[src/rtl/ysyx_23060075_lsu_if.sv]
// Bus-side channel of the LSU. The LSU is the master and the memory or interconnect is the slave.
interface ysyx_23060075_lsu_if;
    logic        bus_req_valid;
    logic        bus_req_ready;
    logic        bus_we;
    logic [31:0] bus_addr;
    logic [31:0] bus_wdata;
    logic [3:0]  bus_wstrb;
    logic        bus_resp_valid;
    logic [31:0] bus_rdata;

    modport master (
        output bus_req_valid, bus_we, bus_addr, bus_wdata, bus_wstrb,
        input  bus_req_ready, bus_resp_valid, bus_rdata
    );

    modport slave (
        input  bus_req_valid, bus_we, bus_addr, bus_wdata, bus_wstrb,
        output bus_req_ready, bus_resp_valid, bus_rdata
    );
endinterface

[src/rtl/ysyx_23060075_lsu.sv]
// Load/store unit: converts one core memory request into a single word-aligned bus transfer, with a response timeout.
// Define YSYX_23060075_LSU_ALIGN_CHECK_EN to reject misaligned half and word accesses before they reach the bus.
module ysyx_23060075_lsu #(
    parameter int unsigned TIMEOUT_CYCLES = 255
) (
    input  logic        clk,
    input  logic        rst_n,
    input  logic        req_valid,
    output logic        req_ready,
    input  logic        mem_r_en,
    input  logic        mem_w_en,
    input  logic [3:0]  mem_mask,
    input  logic [2:0]  funct3,
    input  logic [31:0] addr,
    input  logic [31:0] wdata,
    output logic        resp_valid,
    output logic [31:0] resp_rdata,
    output logic        resp_err,
    ysyx_23060075_lsu_if.master bus
);

    typedef enum logic [1:0] {S_IDLE, S_REQ, S_WAIT, S_DONE} state_e;

    // The wait counter starts at 0, so the last cycle it allows is TIMEOUT_CYCLES-1.
    localparam logic [15:0] LAST_WAIT = 16'(TIMEOUT_CYCLES - 1);

    state_e      state_q, state_d;
    logic [15:0] cnt_q, cnt_d;
    logic [31:0] addr_q, wdata_q;
    logic [3:0]  mask_q;
    logic        zext_q, we_q;
    logic [31:0] resp_rdata_q, resp_rdata_d;
    logic        resp_err_q, resp_err_d;

    logic        mem_op, misaligned, go_bus, timeout;
    logic [31:0] load_shift, load_data;
    logic        unused_funct3;

    assign unused_funct3 = ^funct3[1:0];
    assign mem_op        = mem_r_en | mem_w_en;

`ifdef YSYX_23060075_LSU_ALIGN_CHECK_EN
    assign misaligned = ((mem_mask == 4'b0011) && addr[0]) ||
                        ((mem_mask == 4'b1111) && (addr[1:0] != 2'b00));
`else
    assign misaligned = 1'b0;
`endif

    assign go_bus  = mem_op & ~misaligned;
    assign timeout = (cnt_q == LAST_WAIT);
    assign cnt_d   = (state_q == S_WAIT) ? cnt_q + 16'd1 : 16'd0;

    // NOTE: sequential state uses non-blocking assignments so every register samples pre-edge values.
    always_ff @(posedge clk or negedge rst_n) begin
        if (!rst_n) begin
            state_q <= S_IDLE;
            cnt_q   <= 16'd0;
        end else begin
            state_q <= state_d;
            cnt_q   <= cnt_d;
        end
    end

    // NOTE: every combinational output gets a default first, so no path can infer a latch.
    always_comb begin
        state_d = state_q;
        unique case (state_q)
            S_IDLE: if (req_valid) state_d = go_bus ? S_REQ : S_DONE;
            S_REQ:  if (bus.bus_req_ready) state_d = S_WAIT;
            S_WAIT: if (bus.bus_resp_valid || timeout) state_d = S_DONE;
            S_DONE: state_d = S_IDLE;
            default: state_d = S_IDLE;
        endcase
    end

    always_comb begin
        req_ready         = 1'b0;
        resp_valid        = 1'b0;
        bus.bus_req_valid = 1'b0;
        unique case (state_q)
            S_IDLE:  req_ready = rst_n;
            S_REQ:   bus.bus_req_valid = 1'b1;
            S_DONE:  resp_valid = 1'b1;
            default: ;
        endcase
    end

    // Request fields are captured only for accesses that really go to the bus.
    always_ff @(posedge clk or negedge rst_n) begin
        if (!rst_n) begin
            addr_q  <= 32'd0;
            wdata_q <= 32'd0;
            mask_q  <= 4'd0;
            zext_q  <= 1'b0;
            we_q    <= 1'b0;
        end else if (state_q == S_IDLE && req_valid && go_bus) begin
            addr_q  <= addr;
            wdata_q <= wdata;
            mask_q  <= mem_mask;
            zext_q  <= funct3[2];
            we_q    <= mem_w_en;
        end
    end

    assign bus.bus_we    = we_q;
    assign bus.bus_addr  = {addr_q[31:2], 2'b00};
    assign bus.bus_wstrb = mask_q << addr_q[1:0];
    assign bus.bus_wdata = wdata_q << {addr_q[1:0], 3'b000};

    always_comb begin
        load_shift = bus.bus_rdata >> {addr_q[1:0], 3'b000};
        case (mask_q)
            4'b0001: load_data = {{24{~zext_q & load_shift[7]}}, load_shift[7:0]};
            4'b0011: load_data = {{16{~zext_q & load_shift[15]}}, load_shift[15:0]};
            default: load_data = load_shift;
        endcase
    end

    // Response registers change only on the transition into DONE and hold until the next one.
    always_comb begin
        resp_rdata_d = resp_rdata_q;
        resp_err_d   = resp_err_q;
        unique case (state_q)
            S_IDLE: if (req_valid && !go_bus) begin
                resp_rdata_d = 32'd0;
                resp_err_d   = mem_op & misaligned;
            end
            S_WAIT: if (bus.bus_resp_valid) begin
                resp_rdata_d = we_q ? 32'd0 : load_data;
                resp_err_d   = 1'b0;
            end else if (timeout) begin
                resp_rdata_d = 32'd0;
                resp_err_d   = 1'b1;
            end
            default: ;
        endcase
    end

    always_ff @(posedge clk or negedge rst_n) begin
        if (!rst_n) begin
            resp_rdata_q <= 32'd0;
            resp_err_q   <= 1'b0;
        end else begin
            resp_rdata_q <= resp_rdata_d;
            resp_err_q   <= resp_err_d;
        end
    end

    assign resp_rdata = resp_rdata_q;
    assign resp_err   = resp_err_q;

endmodule

[src/flat_wrapper.sv]
// flat-port wrapper written by rule: the top's interface ports become plain ports
module ysyx_23060075_lsu_flat 
#(
    parameter int unsigned TIMEOUT_CYCLES = 255
)
  (clk, rst_n, req_valid, req_ready, mem_r_en, mem_w_en, mem_mask, funct3, addr, wdata, resp_valid, resp_rdata, resp_err, bus_bus_req_valid, bus_bus_we, bus_bus_addr, bus_bus_wdata, bus_bus_wstrb, bus_bus_req_ready, bus_bus_resp_valid, bus_bus_rdata);
  ysyx_23060075_lsu_if bus_i ();
  input  logic clk;
  input  logic rst_n;
  input  logic req_valid;
  output logic req_ready;
  input  logic mem_r_en;
  input  logic mem_w_en;
  input  logic [3:0] mem_mask;
  input  logic [2:0] funct3;
  input  logic [31:0] addr;
  input  logic [31:0] wdata;
  output logic resp_valid;
  output logic [31:0] resp_rdata;
  output logic resp_err;
  output wire logic [$bits(bus_i.bus_req_valid)-1:0] bus_bus_req_valid;
  output wire logic [$bits(bus_i.bus_we)-1:0] bus_bus_we;
  output wire logic [$bits(bus_i.bus_addr)-1:0] bus_bus_addr;
  output wire logic [$bits(bus_i.bus_wdata)-1:0] bus_bus_wdata;
  output wire logic [$bits(bus_i.bus_wstrb)-1:0] bus_bus_wstrb;
  input wire logic [$bits(bus_i.bus_req_ready)-1:0] bus_bus_req_ready;
  input wire logic [$bits(bus_i.bus_resp_valid)-1:0] bus_bus_resp_valid;
  input wire logic [$bits(bus_i.bus_rdata)-1:0] bus_bus_rdata;
  assign bus_bus_req_valid = bus_i.bus_req_valid;
  assign bus_bus_we = bus_i.bus_we;
  assign bus_bus_addr = bus_i.bus_addr;
  assign bus_bus_wdata = bus_i.bus_wdata;
  assign bus_bus_wstrb = bus_i.bus_wstrb;
  assign bus_i.bus_req_ready = bus_bus_req_ready;
  assign bus_i.bus_resp_valid = bus_bus_resp_valid;
  assign bus_i.bus_rdata = bus_bus_rdata;
  ysyx_23060075_lsu #(.TIMEOUT_CYCLES(TIMEOUT_CYCLES)) u_core (.clk(clk), .rst_n(rst_n), .req_valid(req_valid), .req_ready(req_ready), .mem_r_en(mem_r_en), .mem_w_en(mem_w_en), .mem_mask(mem_mask), .funct3(funct3), .addr(addr), .wdata(wdata), .resp_valid(resp_valid), .resp_rdata(resp_rdata), .resp_err(resp_err), .bus(bus_i));
endmodule
[config.mk]
export PLATFORM = sky130hd
export DESIGN_NAME = ysyx_23060075_lsu_flat
export DESIGN_NICKNAME = d
export VERILOG_FILES = /design/src/rtl/ysyx_23060075_lsu_if.sv /design/src/rtl/ysyx_23060075_lsu.sv /design/src/flat_wrapper.sv
export SDC_FILE = /design/constraint.sdc
export NUM_CORES = 1
export LEC_CHECK = 0
export ABC_AREA = 1
export ABC_CLOCK_PERIOD_IN_PS = 2560
export BUFFER_PORTS_ARGS = -buffer_cell sky130_fd_sc_hd__clkbuf_2
export CORE_ASPECT_RATIO = 1.5
export CORE_MARGIN = 1
export CORE_UTILIZATION = 55
export CTS_CLUSTER_DIAMETER = 80
export DETAILED_ROUTE_END_ITERATION = 12
export PLACE_DENSITY = 0.86
export SYNTH_ARGS = -nofsm -noshare
export SYNTH_HDL_FRONTEND = slang
export SYNTH_SLANG_ARGS = --single-unit
[constraint.sdc]
create_clock -name clk -period 2.56 [get_ports clk]
set_clock_uncertainty 0.05 [all_clocks]
set_input_delay 0.128 -clock clk [delete_from_list [all_inputs] [get_ports clk]]
set_output_delay 0.128 -clock clk [all_outputs]
set_load 0.02 [all_outputs]
# Word level (Yosys, flattened, before mapping)
# Index checks and enable logic that the tools add are counted.
[classes] reduce_logical=9 n_eq_ne=11 addsub=1 mux=19 shift=3 n_bitwise=4
[op_table] operator="two-way mux 32 bit" n=4
[op_table] operator="one-hot mux 32 bit (2 select lines)" n=2
[op_table] operator="<< shifter 32 x 5 -> 32 bit" n=1
[op_table] operator=">> shifter 32 x 5 -> 32 bit" n=1
[op_table] operator="adder 16 x 1 -> 16 bit, second input constant" n=1
[op_table] operator="== test 16 x 8 -> 1 bit, second input constant" n=1
[op_table] operator="two-way mux 16 bit" n=1
[op_table] operator="two-way mux 2 bit" n=4
[op_table] operator="inequality test 2 bit, second input constant" n=4
[op_table] operator="one-hot mux 2 bit (4 select lines)" n=1
[op_table] operator="two-way mux 1 bit" n=6
[op_table] operator="AND reduction 3 bit" n=2
[op_table] operator="== test 2 bit, second input constant" n=2
[op_table] operator="== test 4 x 1 -> 1 bit, second input constant" n=1
[op_table] operator="== test 4 x 2 -> 1 bit, second input constant" n=1
[op_table] operator="<< shifter 4 x 2 -> 4 bit" n=1
[op_table] operator="logical AND 1 bit" n=3
[op_table] operator="inequality test 3 x 2 -> 1 bit, second input constant" n=1
[op_table] operator="bitwise AND 1 bit" n=2
[op_table] operator="== test 2 x 1 -> 1 bit, second input constant" n=1
[op_table] operator="logical NOT 2 bit" n=1
[op_table] operator="one-hot mux 1 bit (2 select lines)" n=1
[op_table] operator="nonzero test 2 bit" n=1
[op_table] operator="logical NOT 1 bit" n=1
[op_table] operator="3 further kinds" n=3
[totals] out_inout_bits=105 input_bits=110 wordCells=56 reg_bits=121

# Longest topological paths before layout
# Gate-level depths: netlist of the first run.
[logic_depth] word_depth=6 ltp_mapped=11 depth_no_buf=10

# Worst setup path before layout of the first run
# No wires, ideal clock.
[synth_timing] path_kind="reg2reg" start="register u_core.state_q[0]" end="register u_core.addr_q[13]" t_arrival_ns=1.482 t_required_ns=2.385 n_path_buf=2 stages_incl_launch_ff=9 setup_slack_ns=0.903 period_less_slack_ns=1.657 setup_ns=0.125 path_cell_list="dfrtp_1 inv_1 ha_1 nand2_1 inv_2 nand2_1 buf_4 buf_6 mux2_2"
[synth_via] elab_chain_len=3
[synth_rtl] element="from (decl)" line_no="ysyx_23060075_lsu.sv:27" source="state_e state_q, state_d;"
[synth_rtl] element="from (signal assigned)" line_no="ysyx_23060075_lsu.sv:59" source="state_q <= state_d;"
[synth_rtl] element="logical NOT 2 bit" line_no="ysyx_23060075_lsu.sv:96" source="end else if (state_q == S_IDLE && req_valid && go_bus) begin"
[synth_rtl] element="logical AND 1 bit (2 in a row)" line_no="ysyx_23060075_lsu.sv:96"
[synth_rtl] element="to (signal assigned)" line_no="ysyx_23060075_lsu.sv:97" source="addr_q <= addr;"
[synth_rtl] element="to (decl)" line_no="ysyx_23060075_lsu.sv:29" source="logic [31:0] addr_q, wdata_q;"
# No other way between the ends.
# A chain may end at the register's enable or synchronous reset.

# Final worst setup path of the first run
[layout_timing] start="register u_core.addr_q[1]" end="output bus_bus_wdata[18]"
[layout_via] elab_chain_len=1
[layout_rtl] element="<< shifter 32 x 5 -> 32 bit" line_no="ysyx_23060075_lsu.sv:108" source="assign bus.bus_wdata = wdata_q << {addr_q[1:0], 3'b000};"
[layout_rtl] element="to (decl)" line_no="flat_wrapper.sv:24" source="output wire logic [$bits(bus_i.bus_wdata)-1:0] bus_bus_wdata;"
# No other way between the ends.

==> results.md, run 1 <==
* Worst Hold End: u_core.resp_err$_DFFE_PN0P_
* Gr ovfl total at 0
* Final hold vios at 0
* CTS Buf Count at 17
* First-pass GRT wire length at 33.09 mm
* Vias post-DR at 6642
* Final period util at 93.37%
* Pins Over Slew Limit at 0
* Synth Instances at 803
* Max clock buf depth at 2
* Largest net degree at the start of global routing at 66
* Worst EP required at 2.38 ns
* P_leak at 4.671 nW
* Post-layout util at 76.04%
* Routability cong. at 0.9065
* Combinational share of power at 46.8%
* CTS tree: done
* Synth Cell Area at 6601 sq um
* Worst R2R End: u_core.resp_rdata[25]$_DFFE_PN0P_
* Fin crit period at 2.390 ns
* Maximum vdd ir drop at 0.0008422 V
* Seq cells post-synth at 121
* Syn Area/Cell at 8.221 sq um
* Crit path capture type: output port
* Final WL at 21.02 mm
* Slowest-stage cell, CP: dfrtp_2
* Clock Sinks at 121
* Fraction of layout cells with a size suffix above 1 at 30.84%
* # port buffers at 210
* Syn. warnings at 0
* Distinct cells, synth at 33
* Post-synth EDFFs at 0
* Max Fclk at 418.4 MHz
* Remaining DRCs at 0
* Total GRT Usage at 34.71%
* Max stage delay on crit path at 0.57 ns
* Post-synthesis sequential area ratio at 45.87%
* Switch share at 44.63%
* Clk_lat worst skew at 0.41 ns
* Pwr Density at 1196 nW/um^2
* Status: completed
* First DRT Iteration DRCs at 426
* Crit Reg-Reg Startpoint: u_core.addr_q[1]$_DFFE_PN0P_
* Flop pwr share at 29.7%
* Vias in the first global route at 6804
* Die area at 12450 sq um
* Clk root buf: clkbuf_16
* Critical path class: reg -> out
* Remaining antenna violation count after routing at 0
* CP startpoint: u_core.addr_q[1]$_DFFE_PN0P_
* CP max FO at 21
* Die H at 136.2 um
* Core area at 11590 sq um
* Worst Hold Launch: bus_bus_resp_valid
* Slew @ Worst Pin at 0.8344 ns
* Reg2Reg Depth at 7
* FILL cells at 791
* IO Pins at 215
* Initial Utilization at 56.95%
* Int Pwr at 5.838 mW
* Layout Nets at 1161
* Main synth FF type: dfrtp_1
* Clock power frac at 23.5%
* Via/cell ratio at 5.498
* Synth-to-layout area growth at 33.51%
* Setup violators final at 0
* Chip width at 91.45 um
* FFs w/ async S/R, synth at 100.0%
* Hold Crit Class: in -> reg
* Routed length per placed instance at 17.40 um
* Initial antenna violation count at 0
* Buf/Inv on CP at 2
* CP delay by family, top: buffers and inverters
* MaxCap Viol Count at 0
* Setup bufs post-CTS at 0
* Psw at 4.706 mW
* Worst path cell trace: clkinvlp_4, o22ai_1, clkbuf_2
* FP Rows at 48
* TNS Setup at 0 ns
* RSZ-0062 raised after global routing: false
* Dpl hpwl at 12.51 mm
* H-tree levels at 4
* First drt pass iteration count at 6
* Worst-path clk slew at 0.06 ns
* Flop-to-flop setup slack at 0.45 ns
* Worst path arrival time at 2.21 ns
* Startpoint types: flip-flop
* Min-Delay Path Depth at 4
* Slew margin rel. at 44.37%
## worst max-delay path by stage
stage                                         to  cells after the start  slack [ns]
6_report                       bus_bus_wdata[18]                      3        0.17
5_1_grt                        bus_bus_wdata[25]                      5        0.07
4_1_cts                        bus_bus_wdata[25]                      5        0.25
3_5_place_dp       u_core.addr_q[20]$_DFFE_PN0P_                      7        0.58
3_3_place_gp   u_core.resp_rdata[25]$_DFFE_PN0P_                      7        0.64
2_1_floorplan      u_core.addr_q[13]$_DFFE_PN0P_                      8        0.90
## metrics by stage
stage | std cells | area (sq um) | power, mW | setup slack (ns) | hold WS, ns
floorplan | 804 | 6605 | 6.580 | 0.9030 | -0.2176
global placement | 1104 | 7495 | 7.459 | 0.6417 | 0.2793
detailed placement | 1104 | 7495 | 7.621 | 0.5849 | 0.2814
CTS | 1207 | 8807 | 10.19 | 0.2534 | 0.01317
global route | 1207 | 8811 | 11.07 | 0.07174 | 0.04079
finish | 1208 | 8813 | 10.54 | 0.1697 | 0.02109
## layer usage
layer | up-vias | wire, um | global-route usage (%)
met5 | - | 0 | 0
met2 | 443 | 10770 | 61.11
met3 | 128 | 1749 | 9.060
li1 | 3036 | - | -
met4 | 0 | 1533 | 24.43
met1 | 3035 | 6962 | 35.67
## final cells by class
type	instances	area, sq um	share of cell area, %
sequential	121	3030	34.38
multi-input combinational	540	2829	32.10
timing repair buffer	293	1892	21.47
clock buffer	17	425.4	4.827
inverter	71	270.3	3.066
tap	150	187.7	2.129
clock inverter	15	176.4	2.002
antenna	1	2.502	0.02839
## Yosys cell counts (3+ instances only)
| master | count | share of area [%] |
|---|---|---|
| a21oi_1 | 57 | 4.3 |
| a22oi_1 | 6 | 0.68 |
| buf_2 | 19 | 1.4 |
| buf_4 | 36 | 4.1 |
| buf_6 | 8 | 1.4 |
| clkbuf_1 | 8 | 0.45 |
| dfrtp_1 | 121 | 46 |
| ha_1 | 7 | 1.3 |
| inv_1 | 66 | 3.8 |
| inv_2 | 4 | 0.23 |
| mux2_2 | 54 | 9.2 |
| mux2i_1 | 3 | 0.45 |
| nand2_1 | 215 | 12 |
| nand2_2 | 3 | 0.28 |
| nand3_1 | 26 | 2.0 |
| nor2_1 | 81 | 4.6 |
| nor3_1 | 5 | 0.38 |
| o21ai_0 | 57 | 4.3 |
| o21ai_1 | 7 | 0.53 |
| o22ai_1 | 3 | 0.28 |
## placed cells by master, fill, tap and decap left out, types with 4 or more instances in the layout
cell type / count
nand2_1: 214
clkbuf_2: 209
dfrtp_1: 119
nor2_1: 81
dlygate4sd3_1: 71
inv_1: 65
o21ai_0: 57
a21oi_1: 57
mux2_2: 54
nand3_1: 26
clkbuf_16: 17
buf_4: 10
o21ai_1: 7
ha_1: 7
a22oi_1: 6
nor3_1: 5
inv_2: 4
clkinvlp_4: 4
clkinv_2: 4
## power by group through the flow
stage	Clock (mW)	Combinational [mW]	Sequential, mW
final	2.48	4.93	3.13
after global routing	2.57	5.30	3.19
after CTS	2.45	4.70	3.04
after detailed placement	0	4.56	3.06
after global placement	0	4.45	3.01
after floorplan	0	3.56	3.02
## state kept, by name (all words and copies together), names as in the netlist
name               cells
u_core.resp_err        1
u_core.addr_q         32
u_core.wdata_q        32
u_core.state_q         2
u_core.zext_q          1
u_core.mask_q          4
u_core.cnt_q          16
u_core.bus.bus_we      1
u_core.resp_rdata     32
## logic make-up (layout without fill, tap and decap cells)
| logic type | after synthesis | in the layout | synth area share [%] |
|---|---|---|---|
| buffers and inverters | 143 | 396 | 11.45 |
| other | 1 | 3 | 0.05681 |
| adders and majority gates | 7 | 7 | 1.327 |
| xor gates and xnor gates | 1 | 1 | 0.1327 |
| AOI/OAI and AO/OA | 133 | 133 | 10.48 |
| muxes | 57 | 57 | 9.666 |
| and+or+nand+nor | 340 | 340 | 21.02 |
| DFF | 121 | 121 | 45.87 |
## timing repair
action                                  4_1_cts  5_1_grt
resized for setup                             0        1
hold endpoints to repair                    191        0
hold buffers                                 71        0
endpoints found under the setup margin        0        1
## worst reg2reg max path: cells and delay by family (launching register included)
kind          cells  cell delay [ns]
simple gates      6             0.91
flops             1             0.57
buf+inv           1             0.46
(Power assumes the default switching activity.)
==> run 2: changes to the inputs <==
--- a/config.mk
+++ b/config.mk
@@ -6,14 +6,15 @@
 export NUM_CORES = 1
 export LEC_CHECK = 0
 export ABC_AREA = 1
-export ABC_CLOCK_PERIOD_IN_PS = 2560
+export ABC_CLOCK_PERIOD_IN_PS = 2029
 export BUFFER_PORTS_ARGS = -buffer_cell sky130_fd_sc_hd__clkbuf_2
 export CORE_ASPECT_RATIO = 1.5
 export CORE_MARGIN = 1
-export CORE_UTILIZATION = 55
+export CORE_UTILIZATION = 46
 export CTS_CLUSTER_DIAMETER = 80
 export DETAILED_ROUTE_END_ITERATION = 12
-export PLACE_DENSITY = 0.86
+export PLACE_DENSITY = 0.76
+export RECOVER_POWER = 100
 export SYNTH_ARGS = -nofsm -noshare
 export SYNTH_HDL_FRONTEND = slang
 export SYNTH_SLANG_ARGS = --single-unit
==> constraint.sdc (replaced) <==
create_clock -name clk -period 2.03 [get_ports clk]
set_clock_uncertainty 0.05 [all_clocks]
set_input_delay 0.1015 -clock clk [delete_from_list [all_inputs] [get_ports clk]]
set_output_delay 0.1015 -clock clk [all_outputs]
set_load 0.02 [all_outputs]
==> run 2 against run 1 <==
Total power up 23%. Design area grew 0.89%. First-iteration DRC count is 40% lower. Routed wire length down 12%. Largest power group unchanged. Critical path depth up 2. Flip-flop and latch count stayed put. Highest routed layer unchanged. Die area increased by 19%. Count of clock-buffer cells in the layout is 1 higher. Clock power is 27% higher. Combinational power up 21%.
==> results.md, run 2 (same netlist as run 1, synthesis figures left out) <==
* Core area at 13990 sq um
* # port buffers at 210
* First drt pass iteration count at 5
* Routed length per placed instance at 14.64 um
* Max clock buf depth at 2
* Largest net degree at the start of global routing at 72
* Remaining DRCs at 0
* Worst Hold Launch: bus_bus_req_ready
* Startpoint types: flip-flop
* Vias in the first global route at 6359
* Layout Nets at 1177
* Slew @ Worst Pin at 0.9967 ns
* Initial Utilization at 47.18%
* Crit Reg-Reg Startpoint: u_core.state_q[0]$_DFFE_PN0P_
* Pins Over Slew Limit at 0
* Hold Crit Class: in -> reg
* Crit path capture type: output port
* Die H at 148.7 um
* First-pass GRT wire length at 30.10 mm
* Pwr Density at 1454 nW/um^2
* CTS Buf Count at 17
* Worst EP required at 1.88 ns
* Status: completed
* Maximum vdd ir drop at 0.0009567 V
* Via/cell ratio at 4.981
* Min-Delay Path Depth at 5
* Buf/Inv on CP at 3
* Commonest non-fill, non-tap cell in the layout: nand2_1
* FP Rows at 53
* Area post-placement at 7622 sq um
* CP startpoint: u_core.addr_q[0]$_DFFE_PN0P_
* Vias post-DR at 6301
* Slew margin rel. at 33.55%
* CP max FO at 18
* Die area at 14840 sq um
* Total GRT Usage at 26.05%
* FILL cells at 1217
* Commonest non-fill, non-tap cells in the layout: 214 x nand2_1, 144 x clkbuf_2, 119 x dfrtp_1
* Max stage delay on crit path at 0.41 ns
* First DRT Iteration DRCs at 255
* Chip width at 99.81 um
* Final period util at 97.08%
* MaxCap Viol Count at 0
* Fin crit period at 1.971 ns
* Worst-path clk slew at 0.06 ns
* IO Pins at 215
* Critical path class: reg -> out
* Worst path cell trace: inv_2, buf_4, nand2_1, o22ai_1, clkbuf_2
* Dpl hpwl at 12.34 mm
* Reg2Reg Depth at 7
* CP delay by family, top: buffers and inverters
* Routability cong. at 0.8822
* CTS tree: done
* Initial antenna violation count at 0
* Critical Path Stages at 5
* Max Fclk at 507.4 MHz
* Clk_lat worst skew at 0.41 ns
* Final hold vios at 0
* Setup violators final at 0
* RSZ-0062 raised after global routing: true
* Remaining antenna violation count after routing at 0
* Final WL at 18.52 mm
* Total Power at 12.93 mW
* Worst path arrival time at 1.82 ns
* Clock Sinks at 121
* P_leak at 4.521 nW
* H-tree levels at 4
* Clk root buf: clkbuf_16
* Gr ovfl total at 0
* Diode count at 0
* Post-route cell area at 8892 sq um
* Fraction of layout cells with a size suffix above 1 at 24.98%
* Slowest-stage cell, CP: dfrtp_2
* Synth-to-layout area growth at 34.70%
run 2: area by class of cell:
| cell class | count | area [sq um] | share of cell area [%] |
|---|---|---|---|
| clock buffers | 18 | 429.2 | 4.826 |
| well taps | 192 | 240.2 | 2.702 |
| flip-flops and latches | 121 | 3030 | 34.08 |
| clock inverters | 14 | 185.2 | 2.082 |
| repair buffers | 309 | 1908 | 21.46 |
| inverters | 71 | 270.3 | 3.039 |
| multi-input cells | 540 | 2829 | 31.81 |
run 2: where the power goes:
| part | internal, mW | switching [mW] |
|---|---|---|
| Combinational | 2.14 | 3.83 |
| Clock | 1.96 | 1.18 |
| Sequential | 3.26 | 0.561 |
run 2: layer usage:
| metal | up-vias | global-route usage [%] | wire (um) |
|---|---|---|---|
| li1 | 3056 | - | - |
| met1 | 2937 | 28.37 | 6907 |
| met2 | 259 | 46.55 | 9870 |
| met3 | 49 | 6.297 | 1176 |
| met4 | 0 | 13.16 | 561 |
| met5 | - | 0 | 0 |
run 2: path summary, 6_finish.rpt:
path	endpoint	slack [ns]
setup / recovery	bus_bus_wdata[20]	0.06
hold / removal	u_core.state_q[1]$_DFFE_PN0P_	0.04
setup reg to reg	u_core.mask_q[3]$_DFFE_PN0P_	0.06
hold reg to reg	u_core.cnt_q[0]$_DFF_PN0_	0.41
max in group asynchronous	u_core.addr_q[0]$_DFFE_PN0P_	0.49
min in group asynchronous	u_core.addr_q[6]$_DFFE_PN0P_	0.06
run 2: what timing repair did:
item                                    4_1_cts  5_1_grt
hold buffers                                 73        0
endpoints found under the setup margin        4       14
hold endpoints to repair                    192        0
gates resized for setup                       1        0
setup buffers                                 0        4
run 2: worst min-delay path, cell delays in order:
cell and delay [ns]:
clkbuf_2 0.08, o22ai_1 0.05, inv_1 0.09, nand3_1 0.08, nand2_1 0.06
run 2: through the flow:
stage               worst slack, ns  hold slack (ns)  util (%)  cells  setup TNS [ns]
global placement             0.2019         -0.03369     54.48   1156               0
finish                      0.05932          0.04047     63.55   1265               0
CTS                         0.04087          0.02395     64.12   1261               0
global route               -0.06342          0.07981     63.55   1265         -0.4986
detailed placement           0.1825         -0.03450     54.48   1156               0
floorplan                    0.3730          -0.2441         -    804               0
==> run 3: changes to the inputs <==
--- a/config.mk
+++ b/config.mk
@@ -6,14 +6,14 @@
 export NUM_CORES = 1
 export LEC_CHECK = 0
 export ABC_AREA = 1
-export ABC_CLOCK_PERIOD_IN_PS = 2029
+export ABC_CLOCK_PERIOD_IN_PS = 2300
 export BUFFER_PORTS_ARGS = -buffer_cell sky130_fd_sc_hd__clkbuf_2
 export CORE_ASPECT_RATIO = 1.5
 export CORE_MARGIN = 1
-export CORE_UTILIZATION = 46
+export CORE_UTILIZATION = 55
 export CTS_CLUSTER_DIAMETER = 80
 export DETAILED_ROUTE_END_ITERATION = 12
-export PLACE_DENSITY = 0.76
+export PLACE_DENSITY = 0.86
 export RECOVER_POWER = 100
 export SYNTH_ARGS = -nofsm -noshare
 export SYNTH_HDL_FRONTEND = slang
==> constraint.sdc (replaced) <==
create_clock -name clk -period 2.3 [get_ports clk]
set_clock_uncertainty 0.05 [all_clocks]
set_input_delay 0.115 -clock clk [delete_from_list [all_inputs] [get_ports clk]]
set_output_delay 0.115 -clock clk [all_outputs]
set_load 0.02 [all_outputs]
==> run 3 against run 2 <==
Die area shrank 16%. Largest cell class unchanged. Hold slack lost 0.036 ns. Critical endpoint is now bus_bus_wdata[18]. Flip-flop and latch count is the same. Total power shrank 9.8%.
==> results.md, run 3 (same netlist as run 1, synthesis figures left out) <==
* First-pass GRT wire length at 33.18 mm
* Area post-placement at 7500 sq um
* CTS Buf Count at 17
* Slew @ Worst Pin at 0.9511 ns
* Setup violators final at 0
* Clock Sinks at 121
* TNS Setup at 0 ns
* Max Fclk at 450.1 MHz
* Worst EP required at 2.13 ns
* Pins Over Slew Limit at 0
* CTS tree: done
* Die area at 12450 sq um
* RSZ-0062 raised after global routing: false
* FP Rows at 48
* Setup bufs post-CTS at 0
* Int Pwr at 6.429 mW
* Commonest non-fill, non-tap cell in the layout: nand2_1
* P_leak at 4.381 nW
* Commonest non-fill, non-tap cells in the layout: 215 x nand2_1, 122 x clkbuf_2, 119 x dfrtp_1
* Clock power frac at 25.1%
* Initial Utilization at 56.95%
* Switch share at 44.87%
* Via/cell ratio at 5.543
* Pre-CTS setup slack at 0.2612 ns
* Vias in the first global route at 6626
* Post-Place Cells at 1103
* Worst-path clk slew at 0.06 ns
* Fin worst setup slack at 0.07818 ns
* H-tree levels at 4
* Post-route cell area at 8718 sq um
* Layout Nets at 1160
* Die H at 136.2 um
* Total GRT Usage at 34.78%
* Fin crit period at 2.222 ns
* Fraction of layout cells with a size suffix above 1 at 21.31%
* Dpl hpwl at 12.42 mm
* MaxCap Viol Count at 0
* Post-layout util at 75.22%
* Pwr Density at 1338 nW/um^2
* IO Pins at 215
* Remaining DRCs at 0
* Psw at 5.233 mW
* Routed length per placed instance at 17.55 um
* Final WL at 21.18 mm
* Clk root buf: clkbuf_16
* # port buffers at 210
* Finished Layout Cells at 1207
* First DRT Iteration DRCs at 528
* Chip width at 91.45 um
* Initial antenna violation count at 0
* Routability cong. at 0.8986
* First drt pass iteration count at 5
* Maximum vdd ir drop at 0.0008912 V
* CP max FO at 25
* Total Power at 11.66 mW
* Clk_lat worst skew at 0.41 ns
* Critical path class: reg -> out
* Final period util at 96.60%
* Slew margin rel. at 36.59%
* Largest net degree at the start of global routing at 73
* Hold Crit Class: in -> reg
* Worst path arrival time at 2.06 ns
* Vias post-DR at 6690
* Core area at 11590 sq um
* Max clock buf depth at 2
* Status: completed
* Remaining antenna violation count after routing at 0
* Final hold slack at 0.004940 ns
* Synth-to-layout area growth at 32.07%
* Gr ovfl total at 0
* Startpoint types: flip-flop
* Flop pwr share at 29.6%
* Crit path capture type: output port
* Combinational share of power at 45.3%
* Final hold vios at 0
-- run 3: worst paths after layout --
kind                                               start                                end  slack (ns)  cells past startpoint
max                         u_core.addr_q[0]$_DFFE_PN0P_                  bus_bus_wdata[18]        0.08                      4
min                                            req_valid      u_core.bus.bus_we$_DFFE_PN0P_       0.005                      5
max reg2reg                u_core.state_q[0]$_DFFE_PN0P_  u_core.resp_rdata[14]$_DFFE_PN0P_        0.21                      7
min reg2reg                    u_core.cnt_q[0]$_DFF_PN0_          u_core.cnt_q[0]$_DFF_PN0_        0.42                      1
max in group asynchronous                          rst_n       u_core.addr_q[0]$_DFFE_PN0P_        0.72                      3
min in group asynchronous                          rst_n       u_core.addr_q[5]$_DFFE_PN0P_        0.11                      2
-- run 3: area by class of cell --
class	count	area, sq um
Sequential cell	121	3030
Tap cell	150	187.7
Inverter	71	272.8
Multi-Input combinational cell	540	2826
Fill cell	837	2873
Clock inverter	15	212.7
Clock buffer	17	425.4
Antenna cell	1	2.502
Timing Repair Buffer	292	1760
-- run 3: layer usage --
layer | up-vias | track usage, % | wire length (um)
met2 | 421 | 62.66 | 11110
li1 | 3021 | - | -
met5 | - | 0 | 0
met4 | 0 | 22.75 | 1304
met1 | 3126 | 36.29 | 7217
met3 | 122 | 7.438 | 1548
-- run 3: what timing repair did --
item | 4_1_cts | 5_1_grt
gates resized for setup | 0 | 4
hold endpoints to repair | 95 | 0
hold buffers | 71 | 0
setup endpoints to repair | 0 | 6
-- run 3: power by group through the flow --
stage                     logic [mW]  registers (mW)  clock network (mW)
final                           5.28            3.46                2.92
after global placement          4.98            3.32                   0
after detailed placement        5.11            3.37                   0
after global routing            5.70            3.52                3.02
after CTS                       5.24            3.34                2.90
after floorplan                 3.97            3.36                   0
-- run 3: critical path, stage by stage (launching register included) --
cell	delay (ns)
dfrtp_2	0.38
clkbuf_2	0.48
o21ai_0	0.23
o22ai_1	0.30
clkbuf_2	0.24
